`src/rtl/spi_pkg.sv`:
```
// spi_pkg: shared definitions for the SPI initiator.
//   SPI_OP_*     opcode field values carried in cmd_data[9:8]
//   SPI_FRAME_W  width of one command frame on MOSI
//   SPI_DATA_W   width of a read reply captured from MISO
//   spi_state_t  state encoding of the spi_master FSM
package spi_pkg;

  localparam int SPI_FRAME_W = 10;
  localparam int SPI_DATA_W  = 8;

  localparam logic [1:0] SPI_OP_WR_ADDR = 2'b00;
  localparam logic [1:0] SPI_OP_WR_DATA = 2'b01;
  localparam logic [1:0] SPI_OP_RD_ADDR = 2'b10;
  localparam logic [1:0] SPI_OP_RD_DATA = 2'b11;

  typedef enum logic [2:0] {
    ST_IDLE,
    ST_SHIFT,
    ST_TURN_WAIT,
    ST_READ,
    ST_DONE
  } spi_state_t;

endpackage

```
`src/rtl/spi_master_shifter.sv`:
```
// spi_master_shifter: parallel-load left shift register for one outgoing
// frame plus the bit counter that marks the last bit.
//   clk        clock, rising edge
//   rst_n      synchronous active-low reset (counter only)
//   load       load load_data and clear the bit counter
//   shift      shift left by one and advance the bit counter
//   load_data  frame to be transmitted, MSB first
//   msb_nxt    value the register MSB takes after this edge, so the
//              caller can register MOSI in step with the shift
//   done       high while the last frame bit is at the MSB
module spi_master_shifter
  import spi_pkg::*;
(
  input  logic                   clk,
  input  logic                   rst_n,
  input  logic                   load,
  input  logic                   shift,
  input  logic [SPI_FRAME_W-1:0] load_data,
  output logic                   msb_nxt,
  output logic                   done
);

  logic [SPI_FRAME_W-1:0] shreg_p0;
  logic [3:0]             bit_cnt;

  always_ff @(posedge clk) begin
    if (load)
      shreg_p0 <= load_data;
    else if (shift)
      shreg_p0 <= {shreg_p0[SPI_FRAME_W-2:0], 1'b0};
  end

  always_ff @(posedge clk) begin
    if (!rst_n)
      bit_cnt <= '0;
    else if (load)
      bit_cnt <= '0;
    else if (shift && !done)
      bit_cnt <= bit_cnt + 4'd1;
  end

  always_comb begin
    msb_nxt = shreg_p0[SPI_FRAME_W-1];
    if (load)
      msb_nxt = load_data[SPI_FRAME_W-1];
    else if (shift)
      msb_nxt = shreg_p0[SPI_FRAME_W-2];
  end

  assign done = (bit_cnt == 4'(SPI_FRAME_W - 1));

endmodule

```
`src/rtl/spi_master.sv`:
```
// spi_master: SPI initiator. Serialises 10-bit commands MSB first on MOSI
// under SS_n; rd-data commands are followed by a turnaround window and an
// 8-bit capture from MISO returned with a one-cycle rd_valid pulse.
// Optional feature macro: SPI_MASTER_RDSEQ_CHECK_EN rejects an rd-data
// command (err pulse, no frame) unless an rd-addr frame preceded it.
//   clk, rst_n          clock / synchronous active-low reset
//   cmd_valid/ready     command handshake, ready only in IDLE
//   cmd_data[9:0]       [9:8] opcode, [7:0] payload
//   SS_n, MOSI, MISO    SPI pins (SS_n and MOSI registered)
//   rd_valid, rd_data   read reply pulse and held reply byte
//   busy                high outside IDLE
//   err                 one-cycle pulse on a rejected command
module spi_master
  import spi_pkg::*;
#(
  parameter int TURN     = 2,
  parameter int IDLE_GAP = 1
) (
  input  logic                   clk,
  input  logic                   rst_n,
  input  logic                   cmd_valid,
  output logic                   cmd_ready,
  input  logic [SPI_FRAME_W-1:0] cmd_data,
  output logic                   SS_n,
  output logic                   MOSI,
  input  logic                   MISO,
  output logic                   rd_valid,
  output logic [SPI_DATA_W-1:0]  rd_data,
  output logic                   busy,
  output logic                   err
);

  spi_state_t            state;
  logic [3:0]            wait_cnt;
  logic [1:0]            op;
  logic [SPI_DATA_W-2:0] rx_p0;
  logic                  accept;
  logic                  reject;
  logic                  sh_load;
  logic                  sh_shift;
  logic                  sh_msb_nxt;
  logic                  sh_done;

  assign cmd_ready = (state == ST_IDLE);
  assign busy      = (state != ST_IDLE);
  assign accept    = cmd_valid && cmd_ready;

`ifdef SPI_MASTER_RDSEQ_CHECK_EN
  logic rd_addr_sent;

  always_comb begin
    reject = 1'b0;
    if (accept && (cmd_data[9:8] == SPI_OP_RD_DATA) && !rd_addr_sent)
      reject = 1'b1;
  end

  // Pairing flag: an rd-addr frame arms it, a completed read disarms it.
  always_ff @(posedge clk) begin
    if (!rst_n)
      rd_addr_sent <= 1'b0;
    else if (state == ST_SHIFT && sh_done && op == SPI_OP_RD_ADDR)
      rd_addr_sent <= 1'b1;
    else if (state == ST_READ && wait_cnt == 4'(SPI_DATA_W - 1))
      rd_addr_sent <= 1'b0;
  end
`else
  always_comb begin
    reject = 1'b0;
  end
`endif

  assign sh_load  = accept && !reject;
  assign sh_shift = (state == ST_SHIFT);

  spi_master_shifter u_shifter (
    .clk       (clk),
    .rst_n     (rst_n),
    .load      (sh_load),
    .shift     (sh_shift),
    .load_data (cmd_data),
    .msb_nxt   (sh_msb_nxt),
    .done      (sh_done)
  );

  // Only the first seven samples need storing; the eighth goes straight
  // into rd_data on the closing edge.
  always_ff @(posedge clk) begin
    if (state == ST_READ)
      rx_p0 <= {rx_p0[SPI_DATA_W-3:0], MISO};
  end

  always_ff @(posedge clk) begin
    if (!rst_n) begin
      state    <= ST_IDLE;
      wait_cnt <= '0;
      op       <= SPI_OP_WR_ADDR;
      SS_n     <= 1'b1;
      MOSI     <= 1'b0;
      rd_valid <= 1'b0;
      rd_data  <= '0;
      err      <= 1'b0;
    end else begin
      rd_valid <= 1'b0;
      err      <= reject;
      case (state)
        ST_IDLE: begin
          SS_n <= 1'b1;
          MOSI <= 1'b0;
          if (reject) begin
            // Rejected command spends exactly one cycle in DONE.
            state    <= ST_DONE;
            wait_cnt <= 4'(IDLE_GAP - 1);
          end else if (accept) begin
            state    <= ST_SHIFT;
            wait_cnt <= '0;
            op       <= cmd_data[9:8];
            SS_n     <= 1'b0;
            MOSI     <= sh_msb_nxt;
          end
        end
        ST_SHIFT: begin
          if (sh_done) begin
            MOSI     <= 1'b0;
            wait_cnt <= '0;
            if (op == SPI_OP_RD_DATA) begin
              state <= ST_TURN_WAIT;
            end else begin
              state <= ST_DONE;
              SS_n  <= 1'b1;
            end
          end else begin
            MOSI <= sh_msb_nxt;
          end
        end
        ST_TURN_WAIT: begin
          if (wait_cnt == 4'(TURN - 1)) begin
            state    <= ST_READ;
            wait_cnt <= '0;
          end else begin
            wait_cnt <= wait_cnt + 4'd1;
          end
        end
        ST_READ: begin
          if (wait_cnt == 4'(SPI_DATA_W - 1)) begin
            state    <= ST_DONE;
            wait_cnt <= '0;
            SS_n     <= 1'b1;
            rd_data  <= {rx_p0, MISO};
            rd_valid <= 1'b1;
          end else begin
            wait_cnt <= wait_cnt + 4'd1;
          end
        end
        ST_DONE: begin
          SS_n <= 1'b1;
          MOSI <= 1'b0;
          if (wait_cnt == 4'(IDLE_GAP - 1)) begin
            state    <= ST_IDLE;
            wait_cnt <= '0;
          end else begin
            wait_cnt <= wait_cnt + 4'd1;
          end
        end
        default: begin
          state    <= ST_IDLE;
          wait_cnt <= '0;
          SS_n     <= 1'b1;
          MOSI     <= 1'b0;
        end
      endcase
    end
  end

endmodule
```
`config.mk`:
```
export PLATFORM = sky130hd
export DESIGN_NAME = spi_master
export DESIGN_NICKNAME = d
export VERILOG_FILES = /design/src/rtl/spi_pkg.sv /design/src/rtl/spi_master_shifter.sv /design/src/rtl/spi_master.sv
export SDC_FILE = /design/constraint.sdc
export NUM_CORES = 1
export LEC_CHECK = 0
export ABC_AREA = 1
export CELL_PAD_IN_SITES_DETAIL_PLACEMENT = 1
export CELL_PAD_IN_SITES_GLOBAL_PLACEMENT = 2
export CORE_MARGIN = 2
export CORE_UTILIZATION = 34
export DETAILED_ROUTE_END_ITERATION = 6
export PLACE_DENSITY_LB_ADDON = 0.1
export SLEW_MARGIN = 20
export SYNTH_ARGS = -nofsm -noshare
export SYNTH_HDL_FRONTEND = slang
export SYNTH_HIERARCHICAL = 1
export SYNTH_SLANG_ARGS = --single-unit
```
`constraint.sdc`:
```
create_clock -name clk -period 2.45 [get_ports clk]
set_clock_uncertainty 0.2 [all_clocks]
set_input_delay 0.49 -clock clk [delete_from_list [all_inputs] [get_ports clk]]
set_output_delay 0.49 -clock clk [all_outputs]
set_load 0.01 [all_outputs]
```
==> results.tsv <==
stage	metric	value	unit
detailed_routing	Iter 0 DRT Violations	45	
floorplanning	CORE AREA	5470	um2
critical_path	Worst path max stage delay	0.53	ns
critical_path	CP endpoint kind	output pin	
global_routing	vias in the first global route	1479	
finish	Nets	275	
detailed_routing	drt first pass iters	4	
floorplanning	Die Ht	79.2	um
floorplanning	IO Count	28	
global_routing	GRT Total Usage	0.141	
global_routing	M1 GR Usage	0.171	
global_routing	global route overflow	0	
timing	Max-slew headroom	0.652	
clocking	TritonCTS clock tree	done	
finish	final non-filler cell area	2340	um2
synthesis	Synth Area in XOR/XNOR	0	
detailed_routing	via count	1504	
synthesis	Main synth FF type	dfxtp_1	
synthesis	top post-synthesis cells by area	edfxtp_1, dfxtp_1, nand2_1, nor2_1, nand2_2	
global_routing	pin count of the biggest net entering global routing	14	
critical_path	worst path cell trace	inv_2 -> nand2_1 -> nor2_2 -> inv_1 -> clkdlybuf4s50_1	
synthesis	EDFF count, synth	17	
clocking	PostCTS Resize Cnt	0	
hold_path	Worst Hold Class	reg2reg	
clocking	clock sinks	41	
clocking	CTS Hold Buffers Added	0	
power_and_ir_drop	PwrDens	992	nW/um2
critical_path	CP required	1.76	ns
clocking	worst-case clock buffer depth	2	
detailed_routing	number of nets with antenna violations after routing	0	
power_and_ir_drop	Max VDD drop	0.000469	V
synthesis	Synthesized Nets	244	
timing	maximum clock rate	448	MHz
detailed_routing	drt drc	0	
placed_design	area of placed instances	2250	um2
synthesis	Mean Syn Cell Area	8.55	um2
global_routing	first-pass GRT wire length	6900	um
flow_run	max-cap viol count	0	
clocking	setup bufs post-CTS	0	
placed_design	Placer Congestion	0.711	
detailed_routing	Vias/cell	4.57	
critical_path	Slowest cell on crit path	clkdlybuf4s50_1	
synthesis	Synth Cell Area	1920	um2
status	status	finished, final reports clean	
critical_path	Worst Path Class, Setup	reg2out	
detailed_routing	drt wl/cell	11.7	um
global_routing	busiest grt layer	met2	
global_routing	initial antenna violation count	0	
floorplanning	die area	6270	um2
clocking	clock slew seen by the registers of the worst setup and hold paths	0.08	ns
timing	Max Slew Vio Count	0	
synthesis	Synth Instances	225	
clocking	CTS buffer count	5	
detailed_routing	Routed WL	3860	um
timing	Setup TNS	0	ns
global_routing	M3 GR Usage	0.0409	
synthesis	synth warn	6	
finish	Syn-to-layout area delta	21.7	%
synthesis	synthesized flop and latch total	41	
timing	fin crit share	0.910	
power_and_ir_drop	Pleak	0.986	nW
critical_path	critical path arrival	1.54	ns
finish	multi-input logic area	803	um2
finish	register area	991	um2
synthesis	complex-gate fraction of the synthesized area	0.0696	
power_and_ir_drop	Tot Pwr	2.32	mW
floorplanning	Cell Rows	27	
finish	share of cells above drive strength 1	0.171	
timing	Slew @ Worst Pin	0.522	ns
timing	Hold Vio Cnt, Final	0	
critical_path	Worst Path Max Fanout	5	
synthesis	post-synthesis cell type count	29	
global_routing	met2 usage	0.237	
synthesis	Post-Synth Simple-Gate Area	0.314	
finish	Ant. Diodes	0	
critical_path	Startpoint Class	register	
timing	Final setup viols	0	
finish	final core occ	0.428	
synthesis	ys async rst share	0	
synthesis	largest family of logic cells by synthesized area	simple AND/OR/NAND/NOR gates	
finish	Fillers	685	
synthesis	adder-cell share of the synthesized area	0.0325	
clocking	H-tree depth	2	
placed_design	placed wire-length estimate	2960	um
synthesis	share of the synthesized area in the top cell type	0.265	
timing	Tmin final	2.23	ns
clocking	Skew-Pair Late Insertion Delay	0.29	ns
clocking	Root Buffer	clkbuf_8	
synthesis	dominant cell type by area after synthesis	edfxtp_1	
timing	RSZ-0062 raised after global routing	false	
floorplanning	Initial Util	0.351	
placed_design	Port Buffer Count	26	
finish	most common cell after layout, fill and taps aside	nand2_1	
floorplanning	DIE WIDTH	79.2	um
timing	Fin Hold WS	0.253	ns
finish	most frequent cells in the layout	nand2_1, nor2_1, clkdlybuf4s50_1	
synthesis	multiplexer area fraction after synthesis	0	
synthesis	register area share after synthesis	0.515	
[flip-flops by register name, summed over array words and instances (netlist names)]
signal and cells:
MOSI 1, SS_n 1, op 2, rd_data 8
rd_valid 1, rx_p0 7, state 3, u_shifter/bit_cnt 4
u_shifter/shreg_p0 10, wait_cnt 4
[per-stage QoR]
stage	std cells	worst slack (ns)
finish	329	0.219
global route	329	0.117
CTS	329	0.195
detailed placement	321	0.255
global placement	321	0.273
floorplan	225	0.770
[critical path: cells and delay by family, from the launching register on]
family | cells | cell delay, ns
AND/OR/NAND/NOR | 2 | 0.15
buffers and inverters | 3 | 0.65
flip-flops | 1 | 0.46
[power by group]
group          switching [mW]  leakage, nW  internal, mW
sequential             0.0942        0.356         0.925
combinational           0.540        0.587         0.324
clock                   0.240       0.0439         0.197
total                   0.874        0.986          1.45
[final timing paths]
kind / start / endpoint / slack, ns / depth (start not counted)
worst max register to register: state[2] / u_shifter/shreg_p0[6] / 0.58 / 6
worst min register to register: rx_p0[2] / rx_p0[3] / 0.25 / 0
worst max-delay path: state[2] / busy / 0.22 / 5
worst min-delay path: rx_p0[2] / rx_p0[3] / 0.25 / 0
[metal layers]
layer  routed length [um]  vias up
met5                    0        -
met1                 1850      695
met3                  140        6
met2                 1820       23
li1                     -      780
met4                   59        0
[kinds of logic (layout without fill, tap and decap cells)]
group           count (synthesis)  in the layout
flops                          41             41
simple gates                  124            124
compound gates                 25             25
buf+inv                        29             61
other cells                     1              1
fa+ha+maj                       5              5
[synthesized netlist by cell type (2+ instances only)]
cell type	number
nor2_1	34
dfxtp_1	24
o21ai_0	2
nand4_1	2
nand3_4	2
a21oi_1	8
inv_2	8
nand2_2	12
nand2_4	3
nand2_1	49
nor2_2	6
o21ai_1	11
edfxtp_1	17
buf_6	2
ha_1	5
nand3_1	12
inv_1	16
[area by class of cell]
| cell class | count | share of cell area |
|---|---|---|
| Sequential cell | 41 | 0.424 |
| Multi-Input combinational cell | 155 | 0.343 |
| Timing Repair Buffer | 28 | 0.118 |
| Inverter | 25 | 0.0401 |
| Tap cell | 72 | 0.0385 |
| Clock buffer | 5 | 0.0294 |
| Clock inverter | 3 | 0.00749 |
Power figures use the tool's default switching activity.
